===== config.mk =====
export PLATFORM = sky130hd
export DESIGN_NAME = approxlp_mant_arbiter
export DESIGN_NICKNAME = d
export VERILOG_FILES = /design/src/rtl/approxlp_mant_arbiter.sv
export SDC_FILE = /design/constraint.sdc
export NUM_CORES = 1
export LEC_CHECK = 0
export CAP_MARGIN = 5
export CORE_MARGIN = 10
export CORE_UTILIZATION = 31
export DETAILED_ROUTE_END_ITERATION = 10
export GPL_ROUTABILITY_DRIVEN = 0
export PLACE_DENSITY = 0.75
export REMOVE_ABC_BUFFERS = 1
export SLEW_MARGIN = 25
export SYNTH_ARGS = -nofsm -noshare
export SYNTH_HDL_FRONTEND = slang
export SYNTH_SLANG_ARGS = --single-unit

===== constraint.sdc =====
create_clock -name clk -period 3.4 [get_ports clk]
set_input_delay 1.02 -clock clk [delete_from_list [all_inputs] [get_ports clk]]
set_output_delay 1.02 -clock clk [all_outputs]
set_load 0.005 [all_outputs]

===== src/rtl/approxlp_mant_arbiter.sv =====
// -----------------------------------------------------------------------------
// approxlp_mant_arbiter
//
// Shares one combinational approximate mantissa unit between NUM_REQ
// requesters. A round-robin arbiter picks one request per cycle. The chosen
// operands are registered (S1) and drive the shared unit. The unit's result is
// registered (S2) and returned on a single tagged valid/ready response channel.
// The pipeline moves one request per cycle when there is no backpressure.
//
// Ports
//   clk, rst_n          clock, synchronous active-low reset
//   req_valid/ready     per-requester handshake (at most one ready bit high)
//   req_mant_1/2        packed operands, requester i at [i*WIDTH +: WIDTH]
//   lp_mant_1/2         operands to the shared unit (driven from S1)
//   lp_mant_out/shift   shared unit result (combinational from lp_mant_1/2)
//   resp_*              tagged response channel (driven from S2)
//   stat_grant_cnt      per-requester 16-bit saturating grant counters
//
// Configuration
//   APPROXLP_ARB_STATS_EN  when defined, builds the grant counters. When it is
//                          not defined, stat_grant_cnt is tied to 0.
// -----------------------------------------------------------------------------
module approxlp_mant_arbiter #(
  parameter int NUM_REQ = 4,
  parameter int WIDTH   = 23,
  parameter int IDW     = $clog2(NUM_REQ)
) (
  input  logic                    clk,
  input  logic                    rst_n,
  input  logic [NUM_REQ-1:0]      req_valid,
  output logic [NUM_REQ-1:0]      req_ready,
  input  logic [NUM_REQ*WIDTH-1:0] req_mant_1,
  input  logic [NUM_REQ*WIDTH-1:0] req_mant_2,
  output logic [WIDTH-1:0]        lp_mant_1,
  output logic [WIDTH-1:0]        lp_mant_2,
  input  logic [WIDTH-1:0]        lp_mant_out,
  input  logic [1:0]              lp_shift,
  output logic                    resp_valid,
  input  logic                    resp_ready,
  output logic [IDW-1:0]          resp_id,
  output logic [WIDTH-1:0]        resp_mant,
  output logic [1:0]              resp_shift,
  output logic [NUM_REQ*16-1:0]   stat_grant_cnt
);

  // Issue stage
  logic             s1_valid;
  logic [IDW-1:0]   s1_id;
  logic [WIDTH-1:0] s1_m1;
  logic [WIDTH-1:0] s1_m2;

  // Result stage
  logic             s2_valid;
  logic [IDW-1:0]   s2_id;
  logic [WIDTH-1:0] s2_mant;
  logic [1:0]       s2_shift;

  logic [IDW-1:0]   rr_ptr;
  logic [IDW-1:0]   winner;
  logic [IDW-1:0]   rr_next;
  logic             found;
  logic             handshake;
  logic             s1_adv;
  logic             s2_adv;

  // S2 can take new data when it is empty or its data is being consumed.
  // S1 can take new data when it is empty or S2 can take its data. These two
  // conditions give full throughput: drain and refill happen in one edge.
  assign s2_adv = !s2_valid || resp_ready;
  assign s1_adv = !s1_valid || s2_adv;

  // Round-robin search that starts at rr_ptr. The candidate index wraps at
  // NUM_REQ, not at 2**IDW, so NUM_REQ does not have to be a power of two.
  always_comb begin : arb_search
    logic [IDW:0] cand;
    // NOTE: every variable in this block gets a default first, so no path
    // leaves one unassigned and no latch is inferred.
    found  = 1'b0;
    winner = '0;
    cand   = '0;
    for (int off = 0; off < NUM_REQ; off++) begin
      cand = {1'b0, rr_ptr} + (IDW+1)'(off);
      if (cand >= (IDW+1)'(NUM_REQ)) cand = cand - (IDW+1)'(NUM_REQ);
      if (!found && req_valid[cand[IDW-1:0]]) begin
        found  = 1'b1;
        winner = cand[IDW-1:0];
      end
    end
  end

  always_comb begin : ptr_next
    logic [IDW:0] nxt;
    nxt = {1'b0, winner} + (IDW+1)'(1);
    if (nxt == (IDW+1)'(NUM_REQ)) nxt = '0;
    rr_next = nxt[IDW-1:0];
  end

  // rst_n gates the grant so that nothing is accepted while reset is held.
  assign handshake = found && s1_adv && rst_n;

  always_comb begin
    req_ready = '0;
    if (handshake) req_ready[winner] = 1'b1;
  end

  always_ff @(posedge clk) begin
    if (!rst_n) begin
      // NOTE: the data registers are reset as well as the valid bits. This
      // makes lp_* and resp_* read 0 after reset and never show stale data.
      s1_valid <= 1'b0;
      s1_id    <= '0;
      s1_m1    <= '0;
      s1_m2    <= '0;
      s2_valid <= 1'b0;
      s2_id    <= '0;
      s2_mant  <= '0;
      s2_shift <= '0;
      rr_ptr   <= '0;
    end else begin
      // NOTE: non-blocking assignments here let S2 capture the old S1 value
      // while S1 loads the new request in the same edge.
      if (s1_adv) begin
        if (handshake) begin
          s1_valid <= 1'b1;
          s1_id    <= winner;
          s1_m1    <= req_mant_1[winner*WIDTH +: WIDTH];
          s1_m2    <= req_mant_2[winner*WIDTH +: WIDTH];
          rr_ptr   <= rr_next;
        end else begin
          s1_valid <= 1'b0;
        end
      end
      // The payload loads even when S1 is empty. It is don't-care while
      // s2_valid is low.
      if (s2_adv) begin
        s2_valid <= s1_valid;
        s2_id    <= s1_id;
        s2_mant  <= lp_mant_out;
        s2_shift <= lp_shift;
      end
    end
  end

  assign lp_mant_1  = s1_m1;
  assign lp_mant_2  = s1_m2;
  assign resp_valid = s2_valid;
  assign resp_id    = s2_id;
  assign resp_mant  = s2_mant;
  assign resp_shift = s2_shift;

`ifdef APPROXLP_ARB_STATS_EN
  logic [15:0] grant_cnt [NUM_REQ];

  always_ff @(posedge clk) begin
    if (!rst_n) begin
      for (int i = 0; i < NUM_REQ; i++) grant_cnt[i] <= '0;
    end else if (handshake && grant_cnt[winner] != 16'hFFFF) begin
      grant_cnt[winner] <= grant_cnt[winner] + 16'd1;
    end
  end

  for (genvar g = 0; g < NUM_REQ; g++) begin : g_stat
    assign stat_grant_cnt[g*16 +: 16] = grant_cnt[g];
  end
`else
  assign stat_grant_cnt = '0;
`endif

endmodule


# --- Word level (Yosys, flattened, before mapping) ---
# Index checks and enable logic that the tools add are counted.
totals:
  ff_bits: 79
  out_inout_bits: 142
  elab_cells: 70
op_classes:
  addsub: 8
  n_mul: 1
  n_lt_le_gt_ge: 10
  n_eq_ne: 1
  n_shift: 2
  n_mux: 25
  reduce_logical: 14
op_table:
  columns: ["operator", "n"]
  rows:
  - ["$shiftx 92x8->23", 2]
  - ["$mux 2", 9]
  - ["$lt 2x3->1 const B", 5]
  - ["$mux 1", 10]
  - ["$ge 3x3->1 const B", 3]
  - ["$bmux 1 s2", 4]
  - ["$sub 2x1->2 const B", 4]
  - ["$mul 2x5->7 const B", 1]
  - ["$add 2x1->3 const B", 2]
  - ["$add 2x2->3 const B", 2]
  - ["$logic_and 1x1->1", 6]
  - ["$logic_not 1->1", 5]
  - ["$mux 4", 1]
  - ["$eq 3x3->1 const B", 1]
  - ["$ge 2x3->1 const B", 1]
  - ["$demux 1 s2", 1]
  - ["$ge 2x1->1 const B", 1]
  - ["$logic_or 1x1->1", 2]
  - ["$reduce_and 2->1", 1]

# --- Longest topological paths before layout ---
logic_depth:
  ltp_word: 19
  mapped_depth: 9
  mapped_depth_nobuf: 7

# --- Worst setup path after synthesis ---
# OpenSTA, ideal clock, no wires.
synth_path:
  kind: "input port to output port"
  start: "in req_valid[0]"
  end: "out req_ready[1]"
  arrival_ns: 2.404
  required_ns: 2.380
  path_slack_ns: -0.024
  cell_stages: 8
  n_path_buf: 2
  cell_sequence: "nor2b_2 > or4_4 > and2_4 > buf_6 > buf_6 > inv_1 > ha_1 > and2_1"
synth_via:
  elab_chain_len: 17
  elab_cells_between_ends: 30
  cone_classes: "2 x order compare; 19 x mux; 9 x reduce/logical"
synth_rtl:
  columns: ["element", "line", "rtl"]
  rows:
  - ["start, declared", "30", "input logic [NUM_REQ-1:0] req_valid,"]
  - ["$bmux 1 s2", "84", "if (!found && req_valid[cand[IDW-1:0]]) begin"]
  - ["$mux 1 (not written as such)", "84", null]
  - ["$mux 1", "84", null]
  - ["$logic_not 1->1", "84", null]
  - ["$logic_and 1x1->1", "84", null]
  - ["$mux 1", "84", null]
  - ["$logic_not 1->1", "84", null]
  - ["$logic_and 1x1->1", "84", null]
  - ["$mux 1", "84", null]
  - ["$logic_not 1->1", "84", null]
  - ["$logic_and 1x1->1", "84", null]
  - ["$mux 2", "84", null]
  - ["$lt 2x3->1 (not written as such) / $ge 2x1->1 (equally long branches)", "103", "if (handshake) req_ready[winner] = 1'b1;"]
  - ["$logic_and 1x1->1 (not written as such)", "103", null]
  - ["$mux 1 (not written as such)", "103", null]
  - ["$demux 1 s2", "103", null]
  - ["$mux 4 *", "103", null]
  - ["end, declared", "31", "output logic [NUM_REQ-1:0] req_ready,"]
# Mark *: on every way between the ends. The rest lies on a longest branch, timed or not. The select of a mux whose other input is x is not followed.

# --- Worst setup path after layout ---
# Ends and elaborated chain as after synthesis.

==> run summary <==
The worst voltage drop across the vdd grid came out at 0.264 mV. 0 antenna diodes ended up in the layout. For the number of nets still failing antenna checks after routing, the log shows 0. The largest fanout on the critical path is 3, and the deepest clock path buffer count is 2. The number of fill cells in the layout was 1454; the number of input and output port buffers inserted was 293. Dividing the detail-routed via count by the number of cells gives 4.84.

The top cell types in the final layout, fill and taps aside, are 284 x clkdlybuf4s50_1, 79 x dfxtp_1, 67 x a21oi_1. The cell count after synthesis came out at 572. Post-route clock period utilization: 98.5%. Yosys printed 0 warnings.

For the final critical-path setup slack, the log shows 52.6 ps. The run gives 0 as the total overflow reported by the global router. Relative to the synthesized area, the layout overhead comes to 68.8%.

Setup violations remaining at the end of the flow were counted as 0. The number of pins with negative max-slew slack in the final report is 0, and the area of all sequential standard cells is 0.00158 mm². The startpoint of the most critical register-to-register path is rr_ptr[0]. The critical path launch point type is a primary input. Global routing used 19.2% of the available met1 tracks. The tree is rooted in a clkbuf_16. TritonCTS built the clock tree.

The run gives 340 ps as the worst-skew pair later-pin latency. The worst hold path belongs to the class reg -> reg. The logs give 3 for the level count of the clock H-tree and 9.69 ps for the final setup skew.

The run gives 19500 µm as the post-detailed-routing wire length. After the last flow step, the layout net total stands at 1066. Cells with a size suffix above 1 make up 7.85% of the layout. The tools report the tightest hold margin as 460 ps.

The worst setup path is captured at a primary output. The die is 143 µm tall. Row generation in the floorplan step produced 44 rows. The critical path contains buffers and inverters numbering 3 combined. After synthesis the cells add up to 0.00466 mm². The max capacitance violation total was 0; the required time at the worst-slack endpoint was 2380 ps. On the critical path the largest part of the delay comes from simple AND/OR/NAND/NOR gates.

For this design the static power due to leakage is 3.28 nW. The logs give 34 for the number of distinct library cell variants in the gate-level netlist after synthesis and 0 for the number of hold-slack violations in the final timing report. In this run the horizontal extent of the chip is 143 µm. The library cell used most frequently in the layout, excluding fill and tap cells, is clkdlybuf4s50_1. For the starting density of the core, the log shows 31.9%.

Entering global routing, the biggest net connects 77 pins. Measured against its own limit, the worst slew margin works out to 47.5%. Summing all multi-input logic gate instances after layout gives 0.00264 mm².

The mean routed wirelength per cell works out to 18.8 µm. Walking the worst path, the cells encountered are buf_6 -> nor2b_4 -> or4_4 -> and2_4 -> inv_2 -> ha_2 -> and2_4 -> buf_6. In this run the power density over the cells is 399 mW/mm². The floorplan step defined a die boundary enclosing 0.0204 mm². The run gives 5023 as the count of vias placed by the detailed router. The total area inside the core boundary comes to 0.0146 mm². The clock drives 79 sinks. The first global-routing pass estimated 28700 µm of wire. Data on the critical path arrives at its endpoint at 2330 ps. The shortest period the worst path allows was 3350 ps. After synthesis, flip-flops and latches occupy 33.9% of the total area. Derived from the worst setup path, the maximum achievable clock frequency is 299 MHz.

The run gives 9 as the clock buffer count from CTS. The logs give -769 ps for the post-placement worst setup slack and 5023 for the via count of the first global-routing pass. The detailed router finished its first iteration with 164 violations. The critical path starts at req_valid[0]. Hold path startpoint: s1_id[1]. The synthesis-stage register bit count was 79; the detailed-router iteration count before antenna repair was 4. The number of antenna violations at the first check in global routing is 0, and the overall fraction of global-route tracks in use is 17.8%. Peak-usage layer in the global routing report: met2. 358 I/O pins were placed. The sum of net half-perimeters after detailed placement is 15000 µm.

The critical path class was in -> out. Averaged over all synthesized cells, the footprint is 8.15 µm². The tools report the DRC violations left as 0. The transition time of the tightest slew-check pin was 788 ps.

The run finished with clean final reports. The number of hold buffers added after CTS was 0. The largest individual stage delay along the critical path comes from the cell or4_4. The CTS clock-pin slew for the worst setup and hold paths is 60 ps, and the met3 global-route usage is 8.69%. Highest cell delay on the worst timing path: 510 ps. Global routing used 30.5% of the available met2 tracks.
repair_timing:
item | 4_1_cts | 5_1_grt
buffers inserted | 0 | 1
pin swaps | 1 | 1
gates resized for setup | 33 | 11
endpoints found under the setup margin | 4 | 4
sequential cells by signal, indices dropped and copies added, names as in the netlist:
signal and cells:
lp_mant_1 23, lp_mant_2 23, resp_id 2, resp_mant 23, resp_shift 2, resp_valid 1
rr_ptr 2, s1_id 2, s1_valid 1
layout make-up:
class,count,share of cell area [%]
timing repair buffer,320,39.6
tap,184,2.92
clock inverter,6,0.652
multi-input combinational,435,33.5
sequential,79,20.1
inverter,4,0.191
clock buffer,10,3.04
through the flow:
step	util (%)	instances	setup TNS (ps)	cell area [µm²]	power (mW)
after detailed placement	51.6	1021	-2640	7560	2.22
final	53.8	1038	0	7870	3.14
after CTS	53.6	1037	0	7850	3.19
after floorplan	-	518	-22350	4180	1.54
after global placement	51.6	1021	-2590	7560	2.21
after global routing	53.8	1038	-1.44	7870	3.34
synthesized netlist by cell type (all sizes together):
| library cell | n | area, µm² |
|---|---|---|
| dfxtp | 79 | 1580 |
| buf | 74 | 559 |
| a21oi | 67 | 335 |
| a21boi | 59 | 443 |
| nand2 | 58 | 218 |
| clkbuf | 43 | 161 |
| o21ai | 37 | 185 |
| and3 | 34 | 213 |
| a221oi | 32 | 280 |
| mux2i | 28 | 280 |
| nand3 | 19 | 95.1 |
| o221ai | 15 | 131 |
| inv | 4 | 15.0 |
| and2 | 3 | 21.3 |
| nor2 | 3 | 11.3 |
| nor2b | 3 | 21.3 |
| nand2b | 2 | 12.5 |
| o211a | 2 | 20.0 |
| o21a | 2 | 15.0 |
| a21o | 1 | 7.51 |
| and2b | 1 | 7.51 |
| conb | 1 | 3.75 |
| ha | 1 | 12.5 |
| nor3 | 1 | 5.00 |
| o221a | 1 | 11.3 |
| o22ai | 1 | 6.26 |
| or4 | 1 | 11.3 |
power breakdown:
part           internal [mW]  switching (mW)
clock                  0.526           0.419
sequential              1.05          0.0625
combinational          0.637           0.448
total                   2.21           0.929
metal layers:
layer	vias up	part of all wire, %
met5	-	0
met4	0	1.1
met3	13	12
met2	231	49
met1	2279	38
li1	2500	-
cells by family after synthesis:
logic type / Yosys count / synth area share (%)
AOI/OAI and AO/OA: 217 / 30.8
other: 1 / 0.0804
adders and majority gates: 1 / 0.268
DFF: 79 / 33.9
muxes: 28 / 6.01
and+or+nand+nor: 125 / 13.2
buffers and inverters: 121 / 15.8
worst paths after layout:
| path | end | slack, ps | cells past startpoint |
|---|---|---|---|
| hold / removal | s1_id[1] | 460 | 2 |
| setup reg to reg | lp_mant_1[15] | 1340 | 7 |
| hold reg to reg | s1_id[1] | 460 | 2 |
| setup / recovery | req_ready[1] | 50 | 8 |
worst register-to-register path: cells and delay by family (launching register included):
kind / cells / cell delay (ps)
buf+inv: 2 / 390
simple gates: 3 / 730
mux: 1 / 300
compound gates: 1 / 130
flops: 1 / 380
(Power assumes the default switching activity.)
